==> config.mk <==
export PLATFORM = sky130hd
export DESIGN_NAME = alu_count_decode
export DESIGN_NICKNAME = d
export VERILOG_FILES = /design/src/rtl/alu_pkg.sv /design/src/rtl/alu4_core.sv /design/src/rtl/alu_count_decode.sv
export SDC_FILE = /design/constraint.sdc
export NUM_CORES = 1
export LEC_CHECK = 0
export BUFFER_PORTS_ARGS = -buffer_cell sky130_fd_sc_hd__buf_2
export CORE_MARGIN = 3
export CORE_UTILIZATION = 45
export DETAILED_ROUTE_END_ITERATION = 7
export GPL_ROUTABILITY_DRIVEN = 0
export GPL_TIMING_DRIVEN = 0
export PLACE_DENSITY = 0.76
export SYNTH_ARGS = -nofsm -noshare
export SYNTH_HDL_FRONTEND = slang
export SYNTH_SLANG_ARGS = --single-unit
==> constraint.sdc <==
create_clock -name clk -period 4.6 [get_ports clk]
set_input_delay 0 -clock clk [delete_from_list [all_inputs] [get_ports clk]]
set_output_delay 0 -clock clk [all_outputs]
set_load 0.02 [all_outputs]
==> src/rtl/alu_pkg.sv <==
// Shared opcode and width constants for the ALU / counter / decoder utility block.
package alu_pkg;

   localparam int ALU_W = 4;
   localparam int CNT_W = 3;

   localparam logic [2:0] ALU_ADD = 3'b000;
   localparam logic [2:0] ALU_SUB = 3'b001;
   localparam logic [2:0] ALU_NOT = 3'b010;
   localparam logic [2:0] ALU_AND = 3'b011;
   localparam logic [2:0] ALU_OR  = 3'b100;
   localparam logic [2:0] ALU_XOR = 3'b101;
   localparam logic [2:0] ALU_SLT = 3'b110;
   localparam logic [2:0] ALU_EQ  = 3'b111;

endpackage

==> src/rtl/alu4_core.sv <==
// Combinational 4-bit ALU with zero, signed-overflow and carry flags.
module alu4_core
   import alu_pkg::*;
(
   input  logic [2:0]       fnselec_i,
   input  logic [ALU_W-1:0] a_i,
   input  logic [ALU_W-1:0] b_i,
   output logic [ALU_W-1:0] res_o,
   output logic             zero_o,
   output logic             overflow_o,
   output logic             carry_o
);

   logic [ALU_W:0] sum_add;
   logic [ALU_W:0] sum_sub;
   logic           ovf_add;
   logic           ovf_sub;
   logic           lt;

   // Subtraction is A + ~B + 1, so carry-out high means "no borrow".
   assign sum_add = {1'b0, a_i} + {1'b0, b_i};
   assign sum_sub = {1'b0, a_i} + {1'b0, ~b_i} + {{ALU_W{1'b0}}, 1'b1};
   assign ovf_add = (a_i[ALU_W-1] == b_i[ALU_W-1]) && (sum_add[ALU_W-1] != a_i[ALU_W-1]);
   assign ovf_sub = (a_i[ALU_W-1] != b_i[ALU_W-1]) && (sum_sub[ALU_W-1] != a_i[ALU_W-1]);
   assign lt      = sum_sub[ALU_W-1] ^ ovf_sub;

   always_comb begin
      // NOTE: every output gets a default first so no path leaves a latch behind.
      res_o      = '0;
      overflow_o = 1'b0;
      carry_o    = 1'b0;
      case (fnselec_i)
         ALU_ADD: begin
            res_o      = sum_add[ALU_W-1:0];
            overflow_o = ovf_add;
            carry_o    = sum_add[ALU_W];
         end
         ALU_SUB: begin
            res_o      = sum_sub[ALU_W-1:0];
            overflow_o = ovf_sub;
            carry_o    = sum_sub[ALU_W];
         end
         ALU_NOT: res_o = ~a_i;
         ALU_AND: res_o = a_i & b_i;
         ALU_OR:  res_o = a_i | b_i;
         ALU_XOR: res_o = a_i ^ b_i;
         ALU_SLT: res_o = {{(ALU_W-1){1'b0}}, lt};
         ALU_EQ:  res_o = {{(ALU_W-1){1'b0}}, (a_i == b_i)};
         default: res_o = '0;
      endcase
   end

   assign zero_o = (res_o == '0);

endmodule

==> src/rtl/alu_count_decode.sv <==
// ALU, wrapping 3-bit down-counter and 3-to-8 decoder on one clock.
// Define ALU_OUT_REG_EN to register the ALU outputs (1-cycle latency, reset to 0).
module alu_count_decode
   import alu_pkg::*;
(
   input  logic             clk,
   input  logic             rst,
   input  logic [2:0]       alu_fnselec,
   input  logic [ALU_W-1:0] alu_a,
   input  logic [ALU_W-1:0] alu_b,
   output logic [ALU_W-1:0] alu_res,
   output logic             alu_zero,
   output logic             alu_overflow,
   output logic             alu_carry,
   input  logic             counter_en,
   output logic [CNT_W-1:0] dec_counter_out,
   input  logic [2:0]       x,
   input  logic             en,
   output logic [7:0]       y_dec
);

   logic [ALU_W-1:0] core_res;
   logic             core_zero;
   logic             core_overflow;
   logic             core_carry;

   alu4_core u_alu4_core (
      .fnselec_i  (alu_fnselec),
      .a_i        (alu_a),
      .b_i        (alu_b),
      .res_o      (core_res),
      .zero_o     (core_zero),
      .overflow_o (core_overflow),
      .carry_o    (core_carry)
   );

`ifdef ALU_OUT_REG_EN
   logic [ALU_W-1:0] alu_res_q;
   logic             alu_zero_q;
   logic             alu_overflow_q;
   logic             alu_carry_q;

   // Zero is forced low in reset rather than tracking the cleared result.
   always_ff @(posedge clk) begin
      if (rst) begin
         alu_res_q      <= '0;
         alu_zero_q     <= 1'b0;
         alu_overflow_q <= 1'b0;
         alu_carry_q    <= 1'b0;
      end else begin
         alu_res_q      <= core_res;
         alu_zero_q     <= core_zero;
         alu_overflow_q <= core_overflow;
         alu_carry_q    <= core_carry;
      end
   end

   assign alu_res      = alu_res_q;
   assign alu_zero     = alu_zero_q;
   assign alu_overflow = alu_overflow_q;
   assign alu_carry    = alu_carry_q;
`else
   assign alu_res      = core_res;
   assign alu_zero     = core_zero;
   assign alu_overflow = core_overflow;
   assign alu_carry    = core_carry;
`endif

   logic [CNT_W-1:0] cnt_q;
   logic [CNT_W-1:0] cnt_d;

   // Natural modulo-8 arithmetic gives the 0 -> 7 wrap.
   assign cnt_d = counter_en ? (cnt_q - {{(CNT_W-1){1'b0}}, 1'b1}) : cnt_q;

   // NOTE: state registers use non-blocking assignment so all flops update together.
   always_ff @(posedge clk) begin
      if (rst) cnt_q <= '0;
      else     cnt_q <= cnt_d;
   end

   assign dec_counter_out = cnt_q;

   always_comb begin
      y_dec = 8'h00;
      if (en) y_dec = 8'h01 << x;
   end

endmodule

-- Word-level counts from Yosys, hierarchy flattened
Index checks and enable logic that the tools add are counted.
- logic and storage cells: 32
- bits of input ports: 18
- output and inout port bits: 18
- register bits: 3
- shift operators: 1
- eq/ne operators: 12
- reduce and logical (&&, ||, !) cells: 4
- bitwise operators: 6
- add/subtract/negate cells: 4
- muxes and demuxes: 4
- operator list (cell ; count):
    4-bit one-hot mux with 8 select lines ; 1
    3-bit == test, second input constant ; 4
    4-bit by 4-bit adder with 5-bit output ; 2
    8-bit two-way mux ; 1
    4-bit NOT ; 2
    1-bit by 3-bit << shifter with 8-bit output, first input constant ; 1
    3-bit by 2-bit == test with 1-bit output, second input constant ; 2
    5-bit by 1-bit adder with 5-bit output, second input constant ; 1
    4-bit AND ; 1
    4-bit == test ; 1
    4-bit zero test ; 1
    4-bit OR ; 1
    1-bit one-hot mux with 2 select lines ; 2
    4-bit XOR ; 1
    3-bit by 1-bit == test with 1-bit output, second input constant ; 1
    3-bit zero test ; 1
    1-bit != test ; 3
    3-bit by 1-bit subtractor with 3-bit output, second input constant ; 1
    1-bit logical AND ; 2
    1-bit == test ; 1
    1-bit XOR ; 1

-- Depth between registers and ports, before layout
Gate-level depths: netlist (run 1).
- depth in word-level cells: 8
- mapped depth: 12
- depth with buffers taken out: 12

-- Cells and area by module
From an unflattened synthesis (run 1), not the netlist that was laid out.
- cell total of the unflattened synthesis: 111
- area total of the unflattened synthesis: 815.8 um^2
- by module, submodules not included (module ; instances ; cells each ; area each (um^2) ; sequential area each (um^2)):
    alu4_core ; 1 ; 85 ; 630.6 ; 0.0
    alu_count_decode ; 1 ; 26 ; 185.2 ; 60.1

-- Least setup slack after synthesis (run 1)
Ideal clock, no wire load.
- path type: in2out
- start: in alu_a[1]
- end: out alu_zero
- stages on the path: 12
- data required time: 4.600 ns
- arrival time: 2.081 ns
- path slack: 2.519 ns
- path buffers: 0
- path through: inv_1 ha_1 nor2_1 nor2_1 nor2_1 nor2_1 fa_1 nand2_1 o21ai_1 a211oi_2 o22ai_1 nor4_2
- cells in the longest elaborated chain, start to end: 7
- elaborated cells on any way between the ends: 13
- those cells by class: 3 x add/sub; 2 x eq/ne; 1 x mux; 5 x bitwise; 2 x reduce/logical
- RTL lines (element ; RTL line ; source):
    start: declaration ; alu_count_decode.sv:9 ; input logic [ALU_W-1:0] alu_a,
    4-bit by 4-bit adder with 5-bit output ; alu4_core.sv:22 ; assign sum_sub = {1'b0, a_i} + {1'b0, ~b_i} + {{ALU_W{1'b0}}, 1'b1};
    5-bit by 1-bit adder with 5-bit output ; alu4_core.sv:22 ;
    1-bit != test ; alu4_core.sv:24 ; assign ovf_sub = (a_i[ALU_W-1] != b_i[ALU_W-1]) && (sum_sub[ALU_W-1] != a_i[ALU_W-1]);
    1-bit logical AND ; alu4_core.sv:24 ;
    1-bit XOR ; alu4_core.sv:25 ; assign lt = sum_sub[ALU_W-1] ^ ovf_sub;
    4-bit one-hot mux with 8 select lines * ; alu4_core.sv:32 ; case (fnselec_i)
    named net alu_res[0] ; alu_count_decode.sv:11 ; output logic [ALU_W-1:0] alu_res,
    4-bit zero test * ; alu4_core.sv:53 ; assign zero_o = (res_o == '0);
    end: declaration ; alu_count_decode.sv:12 ; output logic alu_zero,
The timed path passes the listed nets; every way through them passes the cells marked *.

-- Worst setup path in the final report (run 1)
- start: in alu_a[1]
- end: out alu_zero
- cells in the longest elaborated chain, start to end: 7
- elaborated cells on any way between the ends: 13
- those cells by class: 3 x add/sub; 2 x eq/ne; 1 x mux; 5 x bitwise; 2 x reduce/logical
- RTL lines (element ; RTL line):
    4-bit by 4-bit adder with 5-bit output ; alu4_core.sv:22
    5-bit by 1-bit adder with 5-bit output ; alu4_core.sv:22
    1-bit != test ; alu4_core.sv:24
    1-bit logical AND ; alu4_core.sv:24
    1-bit XOR ; alu4_core.sv:25
    4-bit one-hot mux with 8 select lines * ; alu4_core.sv:32
    4-bit zero test * ; alu4_core.sv:53
Mark *: on every way between the ends. The rest lies on a longest branch, timed or not.

==> flow_summary.ini, run 1 <==
[worst_setup_path]
end_kind = primary output
cp_data_arrival_time_ns = 2.27
r2r_slack_ns = 3.52
reg2reg_to = dec_counter_out[1]
worstReg2RegStart = dec_counter_out[0]
slowest_stage = fa_1
ff2ff_path_depth = 3
crit_family = adder cells
worstSetupPathType = in2out
max_stage_delay_ns = 0.51
path_buf_inv = 3
cp.required_ns = 4.60
crit_chain = buf_2 -> inv_1 -> ha_1 -> nor2_1 -> nor2_1 -> nor2_1 -> nor2_1 -> fa_1 -> nor2b_1 -> o21ai_1 -> a22oi_1 -> a21oi_1 -> nor4_2 -> buf_2
critPathMaxFanout = 4
crit_top_cell = nor2_1
start_kind = input pin

[sta]
worst_slew_pin_slew_ns = 0.322
slew_viol_final = 0
fin_skew_ns = 0.00313
hold_viol_final = 0
min_period_ns = 2.27
relSlewSlack = 0.782
max_freq_ghz = 0.440
rsz0062_at_grt = false
fin_hold_ws_ns = 0.0319
setup_tns_ns = 0
fin_crit_sh = 0.494
setup_viol = 0

[grt]
grt_use_met1 = 0.216
grt_usage = 0.195
grt_pass1_wl_mm = 3.75
grt_max_degree = 11
antenna_found_initial = 0
grt_pass1_vias = 874
use_met3 = 0.0489
gr-total-overflow = 0
gr-max-usage-layer = met2
grtUsageMet2 = 0.337

[power_and_ir_drop]
vdd_ir_drop_max_mv = 0.178
power_density_nw_per_um2 = 185
leakagePower_uw = 0.000553
power_uw = 199

[hold_path]
hp-start = counter_en
hold_path_end = dec_counter_out[1]
whs_path_depth = 2
hold_path.class = in2reg

[logic_synthesis]
synth_edf_count = 0
netlist_instances = 115
synth_area_um2 = 838
syn_avg_cell_area_um2 = 7.29
ys.flop_type = dfxtp_1
ys_types = 36
yosys_warnings = 0
ys_seq_elements = 3
syn_nets = 149
async_flop_share = 0
yosysSeqAreaShare = 0.0716

[floorplan]
core_um2 = 1630
die_h_um = 49.2
initial_core_util = 0.515
die_width_um = 49.2
row_count = 14
die-area_um2 = 2420
io_pins = 36

[routing]
ant_nets = 0
wl_per_cell_um = 12.7
drc = 0
initialDrtViolationCount = 20
firstDrtPassIters = 4
num_vias = 945
via_per_inst = 5.31
routed_wl_mm = 2.26

[clocking]
cts_resized = 0
cts_tree = done
htree_levels = 1
cts_sinks = 3
cts_buffer_depth = 2
clock_latency_ns = 0.23
cts_buffers = 3
clk_pin_slew_ns = 0.04
root_buffer = clkbuf_4

[flow_run]
cap_viol_max_count = 0

[layout]
largest_reg_flops = 3
syn_to_final_growth_pct = 28.2
drive_gt1_frac = 0.312
diodes = 0
nets = 189

[outcome]
status = complete, no violations

[placement]
place_hpwl_mm = 1.77
port_buffers = 34
## layout by cell type, fill, tap and decap left out, types with 2 or more instances in the layout
cell,synthesis,layout
clkbuf_4,0,3
o21ai_0,2,2
xnor2_1,5,5
xor2_1,2,2
a21oi_1,4,4
a31oi_1,2,2
nand2b_1,3,3
a21oi_2,2,2
buf_2,2,36
a211oi_1,4,4
a21o_1,2,2
nor3_1,3,3
nor2b_1,3,3
o21ai_1,4,4
fa_1,3,3
inv_1,11,11
ha_1,13,13
dfxtp_1,3,3
buf_4,3,3
nand2_1,6,6
nor2_1,22,22
## timing repair
item                      CTS  global route
setup buffers               0             0
hold endpoints to repair    3             0
hold buffers                1             0
## routing by layer
layer	routed length, µm	vias up
met1	930	425
met5	0	-
li1	-	469
met3	182	8
met4	49	0
met2	1100	43
## worst reg2reg max path, stage by stage (launching register included)
cell	delay (ns)
dfxtp_1	0.37
inv_1	0.06
ha_1	0.30
a211oi_1	0.26
## per-stage QoR
step | worst slack [ns] | cells | utilization | instance area, µm²
global route | 2.07 | 178 | 0.660 | 1070
global placement | 2.43 | 173 | 0.637 | 1040
CTS | 2.33 | 178 | 0.660 | 1070
floorplan | 2.52 | 115 | - | 838
finish | 2.33 | 178 | 0.660 | 1070
detailed placement | 2.33 | 173 | 0.637 | 1040
## power by group
| group | internal [µW] | total [µW] | switching [µW] | leakage, µW |
|---|---|---|---|---|
| logic | 50.1 | 122 | 71.6 | 0.000513 |
| registers | 29.3 | 31.7 | 2.42 | 0.0000249 |
| clock network | 32.5 | 45.4 | 12.9 | 0.0000150 |
## worst max-delay path by stage
| stage | from | end | slack (ns) | depth (start not counted) |
|---|---|---|---|---|
| 2_1_floorplan | alu_a[1] | alu_zero | 2.52 | 12 |
| 3_3_place_gp | alu_a[1] | alu_zero | 2.43 | 14 |
| 3_5_place_dp | alu_a[1] | alu_zero | 2.33 | 14 |
| 4_1_cts | alu_a[1] | alu_zero | 2.33 | 14 |
| 5_1_grt | alu_a[1] | alu_zero | 2.07 | 14 |
| 6_report | alu_a[1] | alu_zero | 2.33 | 14 |
## cell families after synthesis
group,synth area share
compound gates,0.224
xor+xnor,0.0731
fa+ha+maj,0.266
buf+inv,0.106
flops,0.0716
simple gates,0.260
## synth_stat cells (3+ instances only)
| master | n | area [µm²] |
|---|---|---|
| a211oi_1 | 4 | 30.0 |
| a21oi_1 | 4 | 20.0 |
| buf_4 | 3 | 22.5 |
| dfxtp_1 | 3 | 60.1 |
| fa_1 | 3 | 60.1 |
| ha_1 | 13 | 163 |
| inv_1 | 11 | 41.3 |
| nand2_1 | 6 | 22.5 |
| nand2b_1 | 3 | 18.8 |
| nor2_1 | 22 | 82.6 |
| nor2b_1 | 3 | 18.8 |
| nor3_1 | 3 | 15.0 |
| o21ai_1 | 4 | 20.0 |
| xnor2_1 | 5 | 43.8 |
## layout make-up
type,count,area [µm²]
fill,168,554
sequential,3,60.1
timing repair buffer,35,180
clock buffer,4,26.3
buffer,6,43.8
multi-input combinational,94,689
inverter,12,45.0
tap,24,30.0
No activity file was read; power rests on OpenSTA's default activity.
==> run 2, diff against run 1 <==
==> constraint.sdc (replaced) <==
create_clock -name clk -period 2.1 [get_ports clk]
set_input_delay 0 -clock clk [delete_from_list [all_inputs] [get_ports clk]]
set_output_delay 0 -clock clk [all_outputs]
set_load 0.02 [all_outputs]
==> flow_summary.ini, run 2 (synthesized netlist as in run 1, its figures left out) <==
[power_and_ir_drop]
internal_power_uw = 278
switching_share = 0.432
p_clk_frac = 0.204
p_seq_frac = 0.142
power_density_nw_per_um2 = 402
p_switching_uw = 212
combPwrFrac = 0.654
vdd_ir_drop_max_mv = 0.410
leakagePower_uw = 0.000586

[clocking]
root_buffer = clkbuf_4
cts_sinks = 3
clock_latency_ns = 0.23
cts_buffer_depth = 2
htree_levels = 1
clk_pin_slew_ns = 0.04
cts_tree = done
cts_buffers = 3

[placement]
port_buffers = 34
place_hpwl_mm = 1.77
dp.cells = 173
post-place-ws_ns = -0.167

[floorplan]
core_um2 = 1630
die_h_um = 49.2
row_count = 14
initial_core_util = 0.515
die_width_um = 49.2
die-area_um2 = 2420
io_pins = 36

[routing]
wl_per_cell_um = 13.3
num_vias = 948
via_per_inst = 5.21
firstDrtPassIters = 4
initialDrtViolationCount = 17
routed_wl_mm = 2.42
ant_nets = 0
drc = 0

[sta]
relSlewSlack = 0.758
layout_setup_ws_ns = 0.0673
fin_skew_ns = 0.00387
worst_slew_pin_slew_ns = 0.360
setup_viol = 0
fin_crit_sh = 0.968
slew_viol_final = 0
min_period_ns = 2.03
hold_viol_final = 0
max_freq_ghz = 0.492
rsz0062_at_grt = true

[worst_setup_path]
max_stage_delay_ns = 0.50
crit_top_cell = buf_2
worstSetupPathType = in2out
cp.required_ns = 2.10
slowest_stage = fa_1
end_kind = primary output
crit_chain = buf_2 -> inv_2 -> ha_4 -> buf_6 -> nor2_4 -> nor2_2 -> fa_1 -> nor2b_4 -> o21ai_2 -> a22oi_2 -> a21oi_2 -> nor4_2 -> buf_2
critPathMaxFanout = 2
start_kind = input pin
cp_data_arrival_time_ns = 2.03

[layout]
largest_reg_flops = 3
nets = 193
final_core_util = 0.747
fin_cells = 182
drive_gt1_frac = 0.424
syn_to_final_growth_pct = 45.2
diodes = 0
fill_cells = 145
layout_common_cells = buf_2, nor2_1, ha_1
final_common_cell = buf_2

[grt]
use_met3 = 0.0489
grt_max_degree = 11
grt_pass1_wl_mm = 3.80
antenna_found_initial = 0
grt_pass1_vias = 882
grtUsageMet2 = 0.346
gr-total-overflow = 0
grt_use_met1 = 0.216
gr-max-usage-layer = met2
grt_usage = 0.197

[hold_path]
hold_path.class = in2reg

[flow_run]
cap_viol_max_count = 0

[outcome]
status = complete, no violations
==> run 2: per-layer routing <==
layer,share of wire,vias up
met5,0,-
met4,0.023,0
met3,0.062,6
met2,0.50,31
met1,0.41,432
li1,-,479
==> run 2: final timing paths <==
path	from	end	slack, ns	depth (start not counted)
hold reg to reg	dec_counter_out[2]	dec_counter_out[2]	0.52	2
hold / removal	counter_en	dec_counter_out[1]	0.04	2
setup reg to reg	dec_counter_out[0]	dec_counter_out[1]	1.00	3
setup / recovery	alu_b[2]	alu_zero	0.07	13
==> run 2: power by group through the flow <==
| stage | clock network [µW] | registers, µW | logic [µW] |
|---|---|---|---|
| after detailed placement | 0 | 70.0 | 261 |
| after global routing | 106 | 70.0 | 349 |
| final | 99.9 | 69.5 | 320 |
| after global placement | 0 | 69.2 | 254 |
| after CTS | 104 | 69.3 | 284 |
| after floorplan | 0 | 78.0 | 174 |
==> run 2: final cells by class <==
| class | count | area [µm²] | area share |
|---|---|---|---|
| inverter | 12 | 52.6 | 0.0432 |
| sequential | 3 | 60.1 | 0.0493 |
| tap | 24 | 30.0 | 0.0247 |
| clock buffer | 4 | 26.3 | 0.0216 |
| timing repair buffer | 39 | 234 | 0.192 |
| multi-input combinational | 94 | 767 | 0.630 |
| buffer | 6 | 47.5 | 0.0391 |
==> run 2: stage by stage <==
step	total power, µW	hold slack, ns	cell area, µm²	TNS [ns]
6_report	490	0.0396	1220	0
5_1_grt	525	0.0244	1220	-0.0846
4_1_cts	458	0.0285	1120	-0.0144
3_5_place_dp	331	0.198	1040	-0.284
3_3_place_gp	323	0.194	1040	-0.116
2_1_floorplan	252	0.0724	838	0
==> run 2: what timing repair did <==
item / in CTS / in global routing
hold endpoints to repair: 3 / 0
gates resized for setup: 9 / 22
endpoints found under the setup margin: 2 / 3
buffers inserted: 2 / 2
hold buffers: 1 / 0
pin swaps: 2 / 4
==> run 2: critical path: cells and delay by family <==
kind / cells / cell delay (ns)
fa+ha+maj: 2 / 0.70
compound gates: 3 / 0.30
simple gates: 4 / 0.51
buf+inv: 4 / 0.50
